File: src/rtl/penc_seg_scan.sv
// penc_seg_scan: registered highest-bit priority encoder driving a scanned hex seven-segment display
module penc_seg_scan #(
  parameter int IN_W           = 16,
  parameter int OUT_W          = 4,
  parameter int DIGITS         = 2,
  parameter int SCAN_DIV       = 1000,
  parameter int SEG_ACTIVE_LOW = 1
) (
  input  logic              clk,
  input  logic              rst_n,
  input  logic              en,
  input  logic              hold,
  input  logic [IN_W-1:0]   code,
  output logic [OUT_W-1:0]  result,
  output logic              valid,
  output logic              changed,
  output logic [6:0]        seg,
  output logic [DIGITS-1:0] dig_sel
);
  localparam int CW = SCAN_DIV > 1 ? $clog2(SCAN_DIV) : 1;
  localparam int DW = DIGITS > 1 ? $clog2(DIGITS) : 1;
  localparam int XW = DIGITS * 4 > OUT_W ? DIGITS * 4 : OUT_W;
  localparam logic [6:0] GLYPH [16] = '{
    7'b1000000, 7'b1111001, 7'b0100100, 7'b0110000,
    7'b0011001, 7'b0010010, 7'b0000010, 7'b1111000,
    7'b0000000, 7'b0010000, 7'b0001000, 7'b0000011,
    7'b1000110, 7'b0100001, 7'b0000110, 7'b0001110
  };
  localparam logic [6:0] BLANK = SEG_ACTIVE_LOW != 0 ? 7'h7f : 7'h00;
  logic [CW-1:0]    cnt, cnt_n;
  logic [DW-1:0]    dig, dig_n;
  logic [OUT_W-1:0] idx, res_n;
  logic             val_n, wrap;
  logic [XW-1:0]    rx;
  logic [3:0]       nib;
  logic [6:0]       g, seg_n;
  always_comb begin
    idx = '0;
    for (int i = 0; i < IN_W; i++)
      if (code[i]) idx = OUT_W'(i);
  end
  assign val_n = hold ? valid : en & |code;
  assign res_n = hold ? result : (val_n ? idx : '0);
  assign wrap  = cnt == CW'(SCAN_DIV - 1);
  assign cnt_n = wrap ? '0 : cnt + 1'b1;
  assign dig_n = wrap ? (dig == DW'(DIGITS - 1) ? '0 : dig + 1'b1) : dig;
  // seg is built from the next-state result and digit so it always agrees with the registered outputs
  assign rx    = XW'(res_n);
  assign nib   = rx[4*dig_n +: 4];
  assign g     = GLYPH[nib];
  assign seg_n = val_n ? (SEG_ACTIVE_LOW != 0 ? g : ~g) : BLANK;
  always_ff @(posedge clk) begin
    if (!rst_n) begin
      result  <= '0;
      valid   <= 1'b0;
      changed <= 1'b0;
      cnt     <= '0;
      dig     <= '0;
      dig_sel <= DIGITS'(1);
      seg     <= BLANK;
    end else begin
      result  <= res_n;
      valid   <= val_n;
      changed <= !hold && {val_n, res_n} != {valid, result};
      cnt     <= cnt_n;
      dig     <= dig_n;
      dig_sel <= DIGITS'(1) << dig_n;
      seg     <= seg_n;
    end
  end
endmodule
File: config.mk
export PLATFORM = sky130hd
export DESIGN_NAME = penc_seg_scan
export DESIGN_NICKNAME = d
export VERILOG_FILES = /design/src/rtl/penc_seg_scan.sv
export SDC_FILE = /design/constraint.sdc
export NUM_CORES = 1
export LEC_CHECK = 0
export BUFFER_PORTS_ARGS = -buffer_cell sky130_fd_sc_hd__buf_4
export CORE_AREA = 5 5 70 72
export DETAILED_ROUTE_END_ITERATION = 16
export DIE_AREA = 0 0 75 77
export GPL_TIMING_DRIVEN = 0
export PLACE_DENSITY = 0.55
export SYNTH_ARGS = -nofsm -noshare
export SYNTH_HDL_FRONTEND = slang
export SYNTH_SLANG_ARGS = --single-unit
export TNS_END_PERCENT = 30
File: constraint.sdc
create_clock -name clk -period 2.7 [get_ports clk]
set_input_delay 0.27 -clock clk [delete_from_list [all_inputs] [get_ports clk]]
set_output_delay 0.27 -clock clk [all_outputs]
set_load 0.02 [all_outputs]
==> run_results.csv, run 1 <==
group,metric,value,unit
worst_setup_path,slowest_stage,"dfxtp_1",
run_status,status,"finished clean",
worst_setup_path,worstSetupStartpointType,"register",
pwr,ir_drop,0.175,mV
worst_setup_path,critical_path.most_common_cell,"ha_1",
yosys,synth_edf_count,0,
die,fp-row-count,24,
die,io_pins,35,
yosys,synth_flop_cell,"dfxtp_1",
min_path,hold_start,"rst_n",
clock_network,clkTransAtPathRegs,0.08,ns
finish,nets,225,
clock_network,cts_tree,"done",
worst_setup_path,crit_start,"cnt[0]",
placement,numPortBuffers,33,
worst_setup_path,criticalPathCategory,"register to register",
die,core_area,0.00423,mm²
drt,wirelength,3250,µm
sta,finalSetupViolations,0,
clock_network,cts_buffers,3,
sta,tns,0,ns
yosys,synth-seq-cells,25,
clock_network,root_buffer,"clkbuf_8",
global_route,grt_pass1_vias,1272,
sta,fmax,401,MHz
clock_network,post_cts_buffers,0,
sta,rsz0062_at_grt,"no",
finish,area_growth,25.7,%
die,die_w,75,µm
sta,maxSlewHeadroom,0.726,
drt,dr.pass1.iters,4,
job,drv_cap,0,
finish,drive_above_1_share,0.283,
placement,hpwl,2690,µm
worst_setup_path,path_cells,"ha_1, nand4b_1, nor3_2, xnor2_2, and2_2, inv_1, ha_1, and3_1, a311oi_1, o21ai_1",
clock_network,clkLatencyLatePin,0.26,ns
sta,worst_slack,0.207,ns
global_route,grt_overflow,0,
yosys,syn_area,0.00143,mm²
sta,finalHoldViolCount,0,
die,start_util,0.337,
die,die-area,0.00578,mm²
sta,worstMarginPinSlew,0.410,ns
clock_network,cts-htree-levels,1,
drt,via_per_inst,5.14,
yosys,ys_seq_area_frac,0.350,
sta,clock_skew,0.00440,ns
clock_network,cts.sinks,25,
min_path,min_path_type,"input port to register",
yosys,synth_cells,161,
drt,wl_per_cell,13.0,µm
finish,fin_util,0.424,
drt,drtAntennaViolNets,0,
finish,antennaDiodeCount,0,
global_route,grt.total_usage,0.119,
yosys,syn_nets,187,
drt,drtIter0Drc,68,
placement,place_congestion,0.779,
yosys,ys_warn_count,0,
pwr,leakagePower,0.759,nW
worst_setup_path,r2r-start,"cnt[0]",
yosys,synthArstFlopShare,0,
drt,route.detailed.drc,0,
global_route,antenna_found_initial,0,
clock_network,clockBufferDepth,2,
global_route,grt_max_degree,15,
worst_setup_path,cpPeakStageDelay,0.38,ns
yosys,yosysUniqueCellTypes,49,
worst_setup_path,end_kind,"register",
global_route,grt_pass1_wl,5530,µm
yosys,syn_avg_cell_area,8.87,µm²
worst_setup_path,worstPathArrival,2.63,ns
sta,fin_crit,2.49,ns
placement,place_ws,0.0176,ns
sta,period_share,0.924,
worst_setup_path,crit_required,2.84,ns
drt,vias,1284,
worst_setup_path,critPathMaxFanout,5,
die,dieHeight,77,µm
pwr,powerDensity,433,mW/mm²
sta,slew_violations,0,
-- cells in the mapped netlist, drive strengths merged (3+ instances only) --
| library cell | count | area, µm² |
|---|---|---|
| nor2 | 14 | 52.6 |
| buf | 3 | 17.5 |
| xor2 | 7 | 61.3 |
| and2 | 8 | 50.1 |
| nor4 | 6 | 58.8 |
| a31oi | 3 | 18.8 |
| nand3 | 5 | 25.0 |
| inv | 7 | 26.3 |
| a22oi | 3 | 32.5 |
| and3 | 6 | 37.5 |
| nand2 | 13 | 53.8 |
| dfxtp | 25 | 500 |
| a21oi | 3 | 15.0 |
| a22o | 3 | 35.0 |
| xnor2 | 6 | 52.6 |
| nand2b | 3 | 18.8 |
| o21ai | 8 | 55.1 |
| ha | 6 | 75.1 |
| nor3 | 8 | 45.0 |
-- layout by cell type, fill, tap and decap left out, types with 3 or more instances in the layout --
master     n
and2_1     7
nor4_1     4
and3_1     6
nand3_1    5
nand2b_1   3
ha_1       6
dfxtp_1   25
nor2_1    14
xnor2_1    5
buf_4     34
xor2_1     7
inv_1      7
a31oi_1    3
o21ai_0    5
nand2_1   11
nor3_1     7
a21oi_1    3
clkbuf_8   3
-- final timing paths --
kind                      to  slack (ns)  depth (start not counted)
setup / recovery      seg[4]        0.21                         10
hold / removal    dig_sel[0]        0.26                          2
setup reg to reg      seg[4]        0.21                         10
hold reg to reg       cnt[0]        0.47                          1
-- critical path, delay by kind of cell (launching register included) --
family | cells | cell delay [ns]
AO/OA/AOI/OAI | 2 | 0.36
buffers and inverters | 1 | 0.08
adder cells (fa/ha/maj) | 2 | 0.51
AND/OR/NAND/NOR | 4 | 0.84
flip-flops | 1 | 0.38
XOR/XNOR | 1 | 0.21
-- metrics by stage --
step	power [mW]	std cells	cell area [µm²]	hold slack, ns
2_1_floorplan	0.502	161	1430	0.352
3_3_place_gp	0.569	246	1740	0.444
3_5_place_dp	0.575	246	1740	0.453
4_1_cts	0.785	250	1790	0.258
5_1_grt	0.821	250	1800	0.277
6_report	0.777	250	1800	0.262
-- final cells by class --
cell class / count / area [µm²]
tap: 52 / 65.1
buffer: 4 / 21.3
clock buffer: 3 / 41.3
inverter: 7 / 26.3
fill: 442 / 2440
sequential: 25 / 500
clock inverter: 1 / 5.00
timing repair buffer: 33 / 248
multi-input combinational: 125 / 890
-- cell families (layout without fill, tap and decap cells) --
family,Yosys count,count (layout),synth area share
flops,25,25,0.350
fa+ha+maj,6,6,0.0525
buf+inv,11,48,0.0333
compound gates,32,32,0.184
mux,2,2,0.0149
simple gates,72,72,0.285
xor+xnor,13,13,0.0797
-- report_power, final --
part	total [mW]	internal [mW]	switching [mW]	leakage, nW
combinational	0.170	0.0771	0.0933	0.530
clock	0.212	0.103	0.109	0.0255
sequential	0.395	0.384	0.0109	0.204
total	0.777	0.564	0.214	0.759
-- registers in the layout, indices dropped and copies added, names as in the netlist --
| register | count |
|---|---|
| dig_sel | 2 |
| valid | 1 |
| changed | 1 |
| result | 4 |
| seg | 7 |
| cnt | 10 |
-- what timing repair did --
item | in CTS | in global routing
hold buffers | 0 | 0
endpoints found under the setup margin | 0 | 2
gates resized for setup | 0 | 2
-- metal layers --
metal / track usage / routed length (µm) / vias up / part of all wire
met3: 0.0261 / 197 / 2 / 0.061
met2: 0.213 / 1740 / 30 / 0.53
li1: - / - / 656 / -
met1: 0.136 / 1300 / 596 / 0.40
met5: 0 / 0 / - / 0
met4: 0.0409 / 21 / 0 / 0.0065
(Power assumes the default switching activity.)
==> inputs of run 2 (changes only) <==
--- a/config.mk
+++ b/config.mk
@@ -6,9 +6,9 @@
 export NUM_CORES = 1
 export LEC_CHECK = 0
 export BUFFER_PORTS_ARGS = -buffer_cell sky130_fd_sc_hd__buf_4
-export CORE_AREA = 5 5 70 72
+export CORE_AREA = 5 5 64 80
 export DETAILED_ROUTE_END_ITERATION = 16
-export DIE_AREA = 0 0 75 77
+export DIE_AREA = 0 0 69 85
 export GPL_TIMING_DRIVEN = 0
 export PLACE_DENSITY = 0.55
 export SYNTH_ARGS = -nofsm -noshare
==> run 2 against run 1 <==
Net effect:
- clock skew is 0.0049 ns higher
- critical path depth stayed put
- wire length is 3.0% higher
- register-to-register slack better by 0.02 ns
- core utilization is 0.59 points lower
- highest routed layer unchanged
==> run_results.csv, run 2 (same netlist as run 1, synthesis figures left out) <==
group,metric,value,unit
finish,layout_commonest_cell,"buf_4",
job,drv_cap,0,
worst_setup_path,worstSetupStartpointType,"register",
drt,wl_per_cell,13.1,µm
die,io_pins,35,
placement,hpwl,2770,µm
clock_network,cts.sinks,25,
clock_network,cts_tree,"done",
placement,numPortBuffers,33,
finish,reg.largest.list,"cnt x10, seg x7, result x4",
global_route,grt_pass1_vias,1338,
clock_network,clkLatencyLatePin,0.27,ns
worst_setup_path,critical_path.most_common_cell,"ha_1",
finish,largest_register_ffs,10,
clock_network,cts_repair_resize_count,0,
drt,dr.pass1.iters,5,
die,die_w,69,µm
worst_setup_path,end_kind,"register",
worst_setup_path,critPathMaxFanout,5,
die,core_area,0.00432,mm²
die,fp-row-count,27,
drt,dr_wl_met2,1690,µm
sta,worstMarginPinSlew,0.440,ns
finish,drive_above_1_share,0.278,
worst_setup_path,worstPathArrival,2.62,ns
clock_network,root_buffer,"clkbuf_8",
sta,fmax,404,MHz
sta,finalSetupViolations,0,
clock_network,ctsHoldBuffers,0,
finish,area_growth,26.6,%
pwr,powerDensity,433,mW/mm²
placement,place_ws,-0.00205,ns
run_status,status,"finished clean",
worst_setup_path,criticalPathCategory,"register to register",
sta,rsz0062_at_grt,"no",
finish,mostFrequentLayoutCells,"buf_4, dfxtp_1, nor2_1, nand2_1, and2_1",
worst_setup_path,crit_family,"simple AND/OR/NAND/NOR gates",
sta,slew_violations,0,
clock_network,cts-htree-levels,1,
pwr,ir_drop,0.157,mV
drt,vias,1299,
sta,worst_slack,0.224,ns
sta,maxSlewHeadroom,0.704,
worst_setup_path,cpPeakStageDelay,0.40,ns
placement,place_congestion,0.789,
drt,drtIter0Drc,67,
drt,drt-met1-wl,1390,µm
global_route,grt_overflow,0,
drt,dr_wl_met3,206,µm
drt,via_per_inst,5.07,
drt,drtAntennaViolNets,0,
clock_network,clkTransAtPathRegs,0.09,ns
min_path,min_path_type,"input port to register",
finish,regMostFlops,"cnt",
sta,finalHoldViolCount,0,
sta,hold_ws,0.265,ns
worst_setup_path,slowest_stage,"or4_1",
die,die-area,0.00587,mm²
drt,topRoutingLayerUsed,"met4",
worst_setup_path,crit_required,2.85,ns
die,start_util,0.330,
sta,clock_skew,0.00931,ns
finish,nets,225,
sta,fin_crit,2.48,ns
global_route,grt_pass1_wl,5860,µm
worst_setup_path,path_cells,"ha_1, nand4b_1, nor3_4, xnor2_2, and2_1, inv_1, ha_1, nand2_1, a21oi_1, or4_1",
clock_network,cts_buffers,3,
die,dieHeight,85,µm
sta,period_share,0.917,
global_route,antenna_found_initial,0,
global_route,grt.total_usage,0.120,
pwr,leakagePower,0.759,nW
clock_network,post_cts_buffers,0,
global_route,grt_max_degree,15,
finish,antennaDiodeCount,0,
clock_network,clockBufferDepth,2,
worst_setup_path,crit_buf_inv,1,
drt,route.detailed.drc,0,
drt,wirelength,3350,µm
[run 2: through the flow]
stage,power (mW),std cells,utilization,cell area [µm²],setup TNS [ns]
after CTS,0.791,256,0.415,1800,0
final,0.783,256,0.418,1810,0
after floorplan,0.502,161,-,1430,0
after global routing,0.826,256,0.418,1810,0
after global placement,0.570,252,0.405,1750,0
after detailed placement,0.575,252,0.405,1750,-0.00205
[run 2: power by group]
part | internal [mW] | total, mW | switching [mW]
clock network | 0.103 | 0.217 | 0.114
registers | 0.384 | 0.394 | 0.0106
logic | 0.0769 | 0.171 | 0.0943
[run 2: final timing paths]
| kind | slack [ns] | from | depth (start not counted) | end |
|---|---|---|---|---|
| setup / recovery | 0.22 | cnt[0] | 10 | seg[6] |
| hold / removal | 0.26 | rst_n | 2 | dig_sel[0] |
| setup reg to reg | 0.22 | cnt[0] | 10 | seg[6] |
| hold reg to reg | 0.48 | cnt[0] | 1 | cnt[0] |
[run 2: final cells by class]
class	count	area (µm²)
fill	478	2510
multi-input combinational	125	895
sequential	25	500
timing repair buffer	33	248
tap	58	72.6
clock buffer	3	41.3
inverter	7	26.3
buffer	4	21.3
clock inverter	1	5.00
[run 2: metal layers]
metal | vias to the layer above | track usage
met5 | - | 0
met4 | 0 | 0.0551
met3 | 6 | 0.0237
met2 | 40 | 0.214
met1 | 599 | 0.138
li1 | 654 | -
